[src/rtl/ssd_scan_if.sv]
// Display bus between the game/score logic (master) and the seven-segment scan driver (slave).
interface ssd_scan_if #(
  parameter int NUM_DIGITS = 8
);
  localparam int IDX_W = (NUM_DIGITS > 1) ? $clog2(NUM_DIGITS) : 1;

  logic [4*NUM_DIGITS-1:0] value;
  logic                    load;
  logic [NUM_DIGITS-1:0]   dp_mask;
  logic [NUM_DIGITS-1:0]   digit_en;
  logic [NUM_DIGITS-1:0]   anodes;
  logic [7:0]              cathodes;
  logic [IDX_W-1:0]        scan_idx;
  logic                    frame_tick;

  modport master (
    output value, load, dp_mask, digit_en,
    input  anodes, cathodes, scan_idx, frame_tick
  );

  modport slave (
    input  value, load, dp_mask, digit_en,
    output anodes, cathodes, scan_idx, frame_tick
  );
endinterface

[src/rtl/ssd_scan_ctrl.sv]
// N-digit multiplexed seven-segment driver with frame-synchronous value update and anti-ghost blanking.
// Optional feature: define SSD_LZ_BLANK_EN for leading-zero suppression on the shown value.
module ssd_scan_ctrl #(
  parameter int NUM_DIGITS   = 8,
  parameter int SCAN_DIV     = 262144,
  parameter int BLANK_CYCLES = 1024
) (
  input logic       ClkPort,
  input logic       Reset,
  ssd_scan_if.slave bus
);
  localparam int PW    = (SCAN_DIV > 1) ? $clog2(SCAN_DIV) : 1;
  localparam int IDX_W = (NUM_DIGITS > 1) ? $clog2(NUM_DIGITS) : 1;
  localparam int VW    = 4 * NUM_DIGITS;

  localparam logic [PW-1:0]    PRE_LAST  = PW'(SCAN_DIV - 1);
  localparam logic [PW-1:0]    BLANK_LIM = PW'(BLANK_CYCLES);
  localparam logic [IDX_W-1:0] IDX_LAST  = IDX_W'(NUM_DIGITS - 1);

  logic [PW-1:0]    prescaler;
  logic [IDX_W-1:0] scan_idx;
  logic [VW-1:0]    pending, shown;
  logic             slot_wrap, frame_wrap;

  assign slot_wrap  = (prescaler == PRE_LAST);
  assign frame_wrap = slot_wrap && (scan_idx == IDX_LAST);

  always_ff @(posedge ClkPort or posedge Reset) begin
    if (Reset) begin
      prescaler <= '0;
      scan_idx  <= '0;
    end else begin
      prescaler <= slot_wrap ? '0 : prescaler + 1'b1;
      if (slot_wrap) scan_idx <= (scan_idx == IDX_LAST) ? '0 : scan_idx + 1'b1;
    end
  end

  // shown only moves on the frame wrap so a frame never mixes old and new digits;
  // a load landing on that very cycle bypasses pending.
  always_ff @(posedge ClkPort or posedge Reset) begin
    if (Reset) begin
      pending <= '0;
      shown   <= '0;
    end else begin
      if (bus.load)  pending <= bus.value;
      if (frame_wrap) shown  <= bus.load ? bus.value : pending;
    end
  end

  function automatic logic [6:0] seg7(input logic [3:0] n);
    case (n)
      4'h0: seg7 = 7'b0000001;  4'h1: seg7 = 7'b1001111;
      4'h2: seg7 = 7'b0010010;  4'h3: seg7 = 7'b0000110;
      4'h4: seg7 = 7'b1001100;  4'h5: seg7 = 7'b0100100;
      4'h6: seg7 = 7'b0100000;  4'h7: seg7 = 7'b0001111;
      4'h8: seg7 = 7'b0000000;  4'h9: seg7 = 7'b0000100;
      4'hA: seg7 = 7'b0001000;  4'hB: seg7 = 7'b1100000;
      4'hC: seg7 = 7'b0110001;  4'hD: seg7 = 7'b1000010;
      4'hE: seg7 = 7'b0110000;  default: seg7 = 7'b0111000;
    endcase
  endfunction

  logic lz_cur;
`ifdef SSD_LZ_BLANK_EN
  // lz[k]: nibbles k..top of shown are all zero; digit 0 always shows.
  logic [NUM_DIGITS-1:0] lz;
  assign lz[0] = 1'b0;
  for (genvar k = 1; k < NUM_DIGITS; k++) begin : g_lz
    assign lz[k] = ~|shown[VW-1:4*k];
  end
  assign lz_cur = lz[scan_idx];
`else
  assign lz_cur = 1'b0;
`endif

  logic [NUM_DIGITS-1:0] an_nxt;
  logic [7:0]            cat_nxt;
  logic [3:0]            nib;
  logic                  blank;

  always_comb begin
    nib     = shown[4*int'(scan_idx) +: 4];
    blank   = ((BLANK_CYCLES != 0) && (prescaler < BLANK_LIM)) || !bus.digit_en[scan_idx];
    an_nxt  = '1;
    cat_nxt = 8'hFF;
    if (!blank) begin
      an_nxt[scan_idx] = 1'b0;
      cat_nxt = {lz_cur ? 7'h7F : seg7(nib), ~bus.dp_mask[scan_idx]};
    end
  end

  always_ff @(posedge ClkPort or posedge Reset) begin
    if (Reset) begin
      bus.anodes     <= '1;
      bus.cathodes   <= 8'hFF;
      bus.frame_tick <= 1'b0;
    end else begin
      bus.anodes     <= an_nxt;
      bus.cathodes   <= cat_nxt;
      bus.frame_tick <= frame_wrap;
    end
  end

  assign bus.scan_idx = scan_idx;
endmodule

[src/flat_wrapper.sv]
// flat-port wrapper written by rule: the top's interface ports become plain ports
module ssd_scan_ctrl_flat 
#(
  parameter int NUM_DIGITS   = 8,
  parameter int SCAN_DIV     = 262144,
  parameter int BLANK_CYCLES = 1024
)
  (ClkPort, Reset, bus_value, bus_load, bus_dp_mask, bus_digit_en, bus_anodes, bus_cathodes, bus_scan_idx, bus_frame_tick);
  ssd_scan_if #(.NUM_DIGITS(NUM_DIGITS)) bus_i ();
  input logic ClkPort;
  input logic Reset;
  input wire logic [$bits(bus_i.value)-1:0] bus_value;
  input wire logic [$bits(bus_i.load)-1:0] bus_load;
  input wire logic [$bits(bus_i.dp_mask)-1:0] bus_dp_mask;
  input wire logic [$bits(bus_i.digit_en)-1:0] bus_digit_en;
  output wire logic [$bits(bus_i.anodes)-1:0] bus_anodes;
  output wire logic [$bits(bus_i.cathodes)-1:0] bus_cathodes;
  output wire logic [$bits(bus_i.scan_idx)-1:0] bus_scan_idx;
  output wire logic [$bits(bus_i.frame_tick)-1:0] bus_frame_tick;
  assign bus_i.value = bus_value;
  assign bus_i.load = bus_load;
  assign bus_i.dp_mask = bus_dp_mask;
  assign bus_i.digit_en = bus_digit_en;
  assign bus_anodes = bus_i.anodes;
  assign bus_cathodes = bus_i.cathodes;
  assign bus_scan_idx = bus_i.scan_idx;
  assign bus_frame_tick = bus_i.frame_tick;
  ssd_scan_ctrl #(.NUM_DIGITS(NUM_DIGITS), .SCAN_DIV(SCAN_DIV), .BLANK_CYCLES(BLANK_CYCLES)) u_core (.ClkPort(ClkPort), .Reset(Reset), .bus(bus_i));
endmodule
[config.mk]
export PLATFORM = sky130hd
export DESIGN_NAME = ssd_scan_ctrl_flat
export DESIGN_NICKNAME = d
export VERILOG_FILES = /design/src/rtl/ssd_scan_if.sv /design/src/rtl/ssd_scan_ctrl.sv /design/src/flat_wrapper.sv
export SDC_FILE = /design/constraint.sdc
export NUM_CORES = 1
export LEC_CHECK = 0
export ABC_AREA = 0
export CORE_MARGIN = 10
export CORE_UTILIZATION = 56
export CTS_CLUSTER_SIZE = 25
export DETAILED_ROUTE_END_ITERATION = 8
export PLACE_DENSITY_LB_ADDON = 0.1
export SLEW_MARGIN = 20
export SYNTH_ARGS = -nofsm -noshare
export SYNTH_HDL_FRONTEND = slang
export SYNTH_SLANG_ARGS = --single-unit
[constraint.sdc]
create_clock -name ClkPort -period 6.7 [get_ports ClkPort]
set_input_delay 1.005 -clock ClkPort [delete_from_list [all_inputs] [get_ports ClkPort]]
set_output_delay 1.005 -clock ClkPort [all_outputs]
set_load 0.01 [all_outputs]
==> results of run 1 <==
[cell families after synthesis]
group                      after synthesis  share of synthesized area, %
xor gates and xnor gates                12                          2.20
AOI/OAI and AO/OA                       39                          5.71
muxes                                   83                          23.5
adders and majority gates                9                          2.36
DFF                                    102                          53.8
and+or+nand+nor                         86                          9.24
buffers and inverters                   28                          3.17
[synthesized netlist by cell type, types with 3 or more instances]
cell and count:
inv_1 8, buf_6 5, nor2_1 19, xor2_1 5, a21oi_1 7, ha_1 9, nor3_1 6, dfrtp_1 86
inv_2 3, xnor2_1 7, nor4_1 3, dfstp_2 16, o21ai_0 6, and3_1 6, nand3_1 13, and2_1 4
nand4_1 5, buf_2 4, mux2i_1 8, mux2_1 7, nand2_1 18, mux2_4 29, clkbuf_1 4, buf_1 3
mux2_2 31, nor2b_1 4, mux4_2 4, o21ai_1 6
[worst max-delay path by stage]
stage | slack [ns] | to | cells past startpoint
2_1_floorplan | 3.05 | u_core.bus.frame_tick$_DFF_PP0_ | 1
3_3_place_gp | 3.86 | u_core.bus.cathodes[4]$_DFF_PP1_ | 7
3_5_place_dp | 3.74 | u_core.bus.cathodes[4]$_DFF_PP1_ | 7
4_1_cts | 3.60 | bus_scan_idx[1] | 1
5_1_grt | 3.43 | u_core.bus.cathodes[4]$_DFF_PP1_ | 7
6_report | 3.62 | bus_scan_idx[1] | 1
[power breakdown]
part           internal [uW]  switching [uW]  total [uW]
clock                    145             225         370
sequential               644            10.8         655
combinational           64.5            42.5         107
total                    854             279        1130
[flip-flops by register name, summed over array words and instances, names as in the netlist]
name / flops
u_core.pending: 32
u_core.bus.anodes: 8
u_core.shown: 32
u_core.bus.cathodes: 8
u_core.prescaler: 18
u_core.bus.scan_idx: 3
u_core.bus.frame_tick: 1
[through the flow]
stage / hold WS, ns / setup WS (ns)
final: 0.490 / 3.62
after global routing: 0.511 / 3.43
after CTS: 0.493 / 3.60
after detailed placement: 0.471 / 3.74
after global placement: 0.466 / 3.86
after floorplan: 0.448 / 3.05
[layout make-up]
class,count,area (sq um)
Sequential cell,102,2570
Fill cell,611,2550
Multi-Input combinational cell,229,2050
Timing Repair Buffer,72,716
Tap cell,105,131
Clock buffer,9,124
Clock inverter,7,67.6
Inverter,11,43.8
[routing by layer]
layer	GRT usage [%]	part of all wire (%)	vias up	wire, microns
li1	-	-	1416	-
met1	20.3	48	1482	4350
met2	22.0	45	96	4140
met3	5.01	5.8	9	532
met4	3.64	1.0	0	94
met5	0	0	-	0
==> out/metrics.csv, run 1 <==
stage;metric;value;unit
status;outcome;complete, no violations;
synthesis;synth_edf_count;0;
synthesis;yosys_warnings;0;
die;die_h;112;microns
synthesis;postSynthCellCount;359;
clock_network;post_cts_buffers;0;
worst_setup_path;cp-start-kind;flip-flop;
grt;grt_pass1_wl;15500;microns
sta;tightest_slew;0.971;ns
hold_path;hold_path_class;flip-flop to flip-flop;
grt;globalRouteOverflowTotal;0;
pwr;power_leakage;0.00254;uW
synthesis;synth.area.top_cells;dfrtp_1 45%, mux2_4 9.1%, dfstp_2 8.8%;
place;hpwlAfterDp;6680;microns
synthesis;synth_area;4780;sq um
clock_network;cts_tree;done;
drt;via_per_inst;5.61;
sta;hold_violations;0;
worst_setup_path;endpoint_kind;primary output;
clock_network;cts_root_buf;clkbuf_8;
final_layout;postLayoutCoreUtil;69.1;%
die;fp.dieW;112;microns
worst_setup_path;path_cells;clkdlybuf4s50_1;
final_layout;drive_above_1_share;24.9;%
die;ioPinCount;71;
sta;period_share;46.0;%
clock_network;cts_hold_buffers;0;
worst_setup_path;cp.arrival;2.08;ns
worst_setup_path;reg2reg_depth;7;
worst_setup_path;slowest_delay;0.99;ns
clock_network;clk_latency;0.37;ns
hold_path;holdPathStages;1;
drt;drc;0;
worst_setup_path;worst-path-max-fanout;24;
sta;setup_viol;0;
worst_setup_path;rr_startpoint;u_core.bus.scan_idx[1]$_DFFE_PP0N_;
drt;postRouteAntennaNets;0;
sta;clock_skew;0.0106;ns
grt;grt_max_degree;73;
die;coreArea;8260;sq um
worst_setup_path;cp.required;5.69;ns
sta;timing.slew.headroom;35.3;%
clock_network;cts_sinks;102;
pwr;finalPower;1130;uW
final_layout;syn_to_final_growth;19.5;%
synthesis;seq_area_frac_synth;53.8;%
worst_setup_path;critPathKind;flip-flop to primary output;
drt;drtIter0Drc;192;
hold_path;hold_end;u_core.pending[14]$_DFF_PP0_;
grt;grt_pass1_vias;3020;
worst_setup_path;timing.rr.end;u_core.bus.cathodes[4]$_DFF_PP1_;
worst_setup_path;crit_start;u_core.bus.scan_idx[1]$_DFFE_PP0N_;
hold_path;worstHoldStart;u_core.pending[14]$_DFF_PP0_;
synthesis;ys_types;53;
sta;grt_setup_unrepaired;no;
final_layout;stdcell_area;5710;sq um
drt;dr.pass1.iters;5;
worst_setup_path;critPathBufInv;1;
drt;vias;3003;
die;placement_rows;33;
sta;tns;0;ns
place;dp.cells;519;
sta;slew_viol_final;0;
pwr;ir_drop;0.000143;V
sta;fmax;324;MHz
die;dieArea;12600;sq um
clock_network;cts_resized;0;
synthesis;yosys.area.top_type;dfrtp_1;
place;port_buffers;70;
clock_network;cts_buffer_depth;2;
synthesis;synthArstFlopShare;100;%
place;place_area;5520;sq um
final_layout;final_cell_mix;86 x dfrtp_1, 70 x clkdlybuf4s50_1, 31 x mux2_2, 29 x mux2_4, 19 x nor2_1;
final_layout;final_common_cell;dfrtp_1;
synthesis;synth_top_area_share;45.0;%
die;start_util;57.9;%
clock_network;cts_max_level;3;
final_layout;fin_nets;485;
synthesis;ys_ff_latch;102;
place;gp_congestion;0.945;
synthesis;syn_area_per_cell;13.3;sq um
worst_setup_path;crit_family;flip-flops;
synthesis;synth_flop_cell;dfrtp_1;
worst_setup_path;r2r_setup_slack;3.69;ns
final_layout;stdcell_count;535;
drt;detail_route.wl_per_cell;17.0;microns
final_layout;num_antenna_cells;0;
drt;wirelength;9120;microns
grt;antenna_found_initial;0;
synthesis;syn_nets;419;
clock_network;clk_pin_slew;0.10;ns
job;max_cap_viol_count;0;
pwr;power_density;198;nW/um^2
grt;grt_usage;14.8;%
clock_network;numCtsBuffers;9;
worst_setup_path;slowest_stage;dfrtp_1;
sta;period_minus_slack;3.08;ns
Power figures use the tool's default switching activity.
==> inputs of run 2 (changes only) <==
Settings changed: CORE_UTILIZATION 56 to 54.
Clock period 6.7 ns to 3.1 ns, I/O delays scaled along.
==> run 2 against run 1 <==
Net effect:
- setup slack got worse by 3.0 ns
- register-to-register slack got worse by 3.0 ns
- count of clock-buffer cells in the layout is 2 higher
- global-route usage shrank 0.28 points
- clock power grew 110%
- cell area rose by 0.50%
- die area is 3.0% higher
- wire length increased by 2.0%
- core utilization down 3.0 points
- hold slack worse by 0.00071 ns
- first-iteration DRC count fell by 47%
- critical path type is now flip-flop to flip-flop
==> out/metrics.csv, run 2 (synthesis results as in run 1) <==
stage;metric;value;unit;change
grt;grt_usage;14.5;%;-0.28 points
hold_path;hold_path_class;flip-flop to flip-flop;;
final_layout;drive_above_1_share;25.1;%;+0.23 points
die;placement_rows;34;;+3.0%
final_layout;largestRegisters;u_core.pending (32), u_core.shown (32), u_core.prescaler (18);;
drt;wirelength;9300;microns;+2.0%
worst_setup_path;endpoint_kind;flip-flop;;
grt;grt_pass1_vias;2970;;-1.7%
worst_setup_path;worst-path-max-fanout;18;;-25%
sta;setup_viol;0;;unchanged
clock_network;cts_buffer_depth;2;;unchanged
sta;fmax;408;MHz;
sta;tightest_slew;0.737;ns;-0.234 ns
sta;period_minus_slack;2.45;ns;
place;dp.cells;526;;+1.3%
place;port_buffers;70;;unchanged
status;outcome;complete, no violations;;
worst_setup_path;crit_family;flip-flops;;
drt;vias;2974;;-0.97%
final_layout;final_common_cell;dfrtp_1;;
final_layout;final_cell_mix;86 x dfrtp_1, 70 x clkdlybuf4s50_1, 31 x mux2_2, 29 x mux2_4, 19 x nor2_1;;
pwr;switching_share;24.1;%;-0.50 points
drt;via_per_inst;5.49;;-2.2%
clock_network;cts_resized;0;;unchanged
sta;clock_skew;0.00714;ns;-0.00344 ns
clock_network;clk_pin_slew;0.10;ns;about the same
drt;drc;0;;unchanged
worst_setup_path;slowest_stage;dfrtp_1;;
clock_network;cts_root_buf;clkbuf_8;;
job;max_cap_viol_count;0;;unchanged
drt;drtIter0Drc;102;;-47%
worst_setup_path;crit_top_cell;inv_2;;
worst_setup_path;cp.required;3.37;ns;-2.32 ns
clock_network;numCtsBuffers;9;;unchanged
final_layout;syn_to_final_growth;20.1;%;
die;start_util;55.1;%;-2.8 points
sta;timing.slew.headroom;50.9;%;+16 points
sta;grt_setup_unrepaired;no;;
worst_setup_path;path_cells;inv_2 > mux2i_2 > inv_2 > ha_1 > and3_1 > a221oi_1 > o21ai_1;;
pwr;power.internal;1840;uW;+120%
worst_setup_path;slowest_delay;0.83;ns;-0.16 ns
drt;dr.pass1.iters;4;;-1
hold_path;worstHoldStart;u_core.pending[15]$_DFF_PP0_;;
clock_network;clk_latency;0.36;ns;about the same
die;dieArea;13000;sq um;+3.0%
pwr;ir_drop;0.000271;V;+89%
worst_setup_path;critPathKind;flip-flop to flip-flop;;
clock_network;post_cts_buffers;0;;unchanged
worst_setup_path;critPathBufInv;2;;+1
die;ioPinCount;71;;unchanged
sta;slew_viol_final;0;;unchanged
die;fp.dieW;114;microns;+1.5%
grt;grt_pass1_wl;15400;microns;-1.1%
worst_setup_path;cp.arrival;2.72;ns;+0.64 ns
pwr;seqPwrFrac;58.5;%;+0.6 points
sta;tns;0;ns;unchanged
grt;globalRouteOverflowTotal;0;;unchanged
final_layout;fin_nets;489;;+0.82%
pwr;power_frac_comb;9.8;%;+0.4 points
place;hpwlAfterDp;6880;microns;+3.1%
die;die_h;114;microns;+1.5%
worst_setup_path;cp-start-kind;flip-flop;;
place;gp_congestion;0.868;;-8.1%
grt;grt_max_degree;52;;-29%
sta;hold_violations;0;;unchanged
clock_network;cts_max_level;3;;unchanged
worst_setup_path;rr_startpoint;u_core.bus.scan_idx[0]$_DFFE_PP0N_;;
clock_network;cts_tree;done;;
clock_network;cts_hold_buffers;0;;unchanged
pwr;pwr-share-clk;31.7;%;-1.0 points
grt;antenna_found_initial;0;;unchanged
clock_network;cts_sinks;102;;unchanged
drt;detail_route.wl_per_cell;17.2;microns;+0.69%
pwr;power_leakage;0.00255;uW;+0.33%
worst_setup_path;crit_start;u_core.bus.scan_idx[0]$_DFFE_PP0N_;;
pwr;power_density;422;nW/um^2;+110%
sta;period_share;79.0;%;
final_layout;stdcell_count;542;;+1.3%
final_layout;num_antenna_cells;0;;unchanged
pwr;p_switching;584;uW;+110%
die;coreArea;8680;sq um;+5.1%
drt;postRouteAntennaNets;0;;unchanged
run 2: power groups by stage:
stage	Clock (uW)	Combinational, uW	Sequential (uW)
CTS	794	242	1420
detailed placement	0	241	1440
finish	767	237	1420
global route	840	261	1420
floorplan	0	143	1430
global placement	0	236	1440
run 2: final timing paths:
path	endpoint	slack [ns]	depth (start not counted)
worst max register to register	u_core.bus.cathodes[4]$_DFF_PP1_	0.65	7
worst min-delay path	u_core.pending[15]$_DFF_PP0_	0.49	1
max in group asynchronous	u_core.shown[11]$_DFFE_PP0P_	1.86	3
min in group asynchronous	u_core.shown[27]$_DFFE_PP0P_	0.53	2
worst max-delay path	u_core.bus.cathodes[4]$_DFF_PP1_	0.65	7
worst min register to register	u_core.pending[15]$_DFF_PP0_	0.49	1
run 2: per-layer routing:
metal	vias up	part of all wire, %	global-route usage (%)
met5	-	0	0
met4	0	1.1	4.51
met3	8	5.7	3.67
met2	82	45	21.9
met1	1464	48	20.1
li1	1420	-	-
run 2: final cells by class:
type / instances / area, sq um
repair buffers: 76 / 758
fillers: 663 / 2940
multi-input cells: 229 / 2050
flip-flops and latches: 102 / 2570
clock buffers: 11 / 131
inverters: 11 / 45.0
clock inverters: 5 / 41.3
well taps: 108 / 135
run 2: per-stage QoR:
step / setup slack [ns] / area, sq um / util [%] / total power (uW) / hold WS (ns)
2_1_floorplan: 0.907 / 4780 / - / 1570 / 0.448
3_3_place_gp: 0.775 / 5570 / 64.1 / 1680 / 0.457
3_5_place_dp: 0.662 / 5570 / 64.1 / 1680 / 0.469
4_1_cts: 0.651 / 5740 / 66.1 / 2450 / 0.491
5_1_grt: 0.470 / 5740 / 66.1 / 2530 / 0.507
6_report: 0.650 / 5740 / 66.1 / 2420 / 0.489
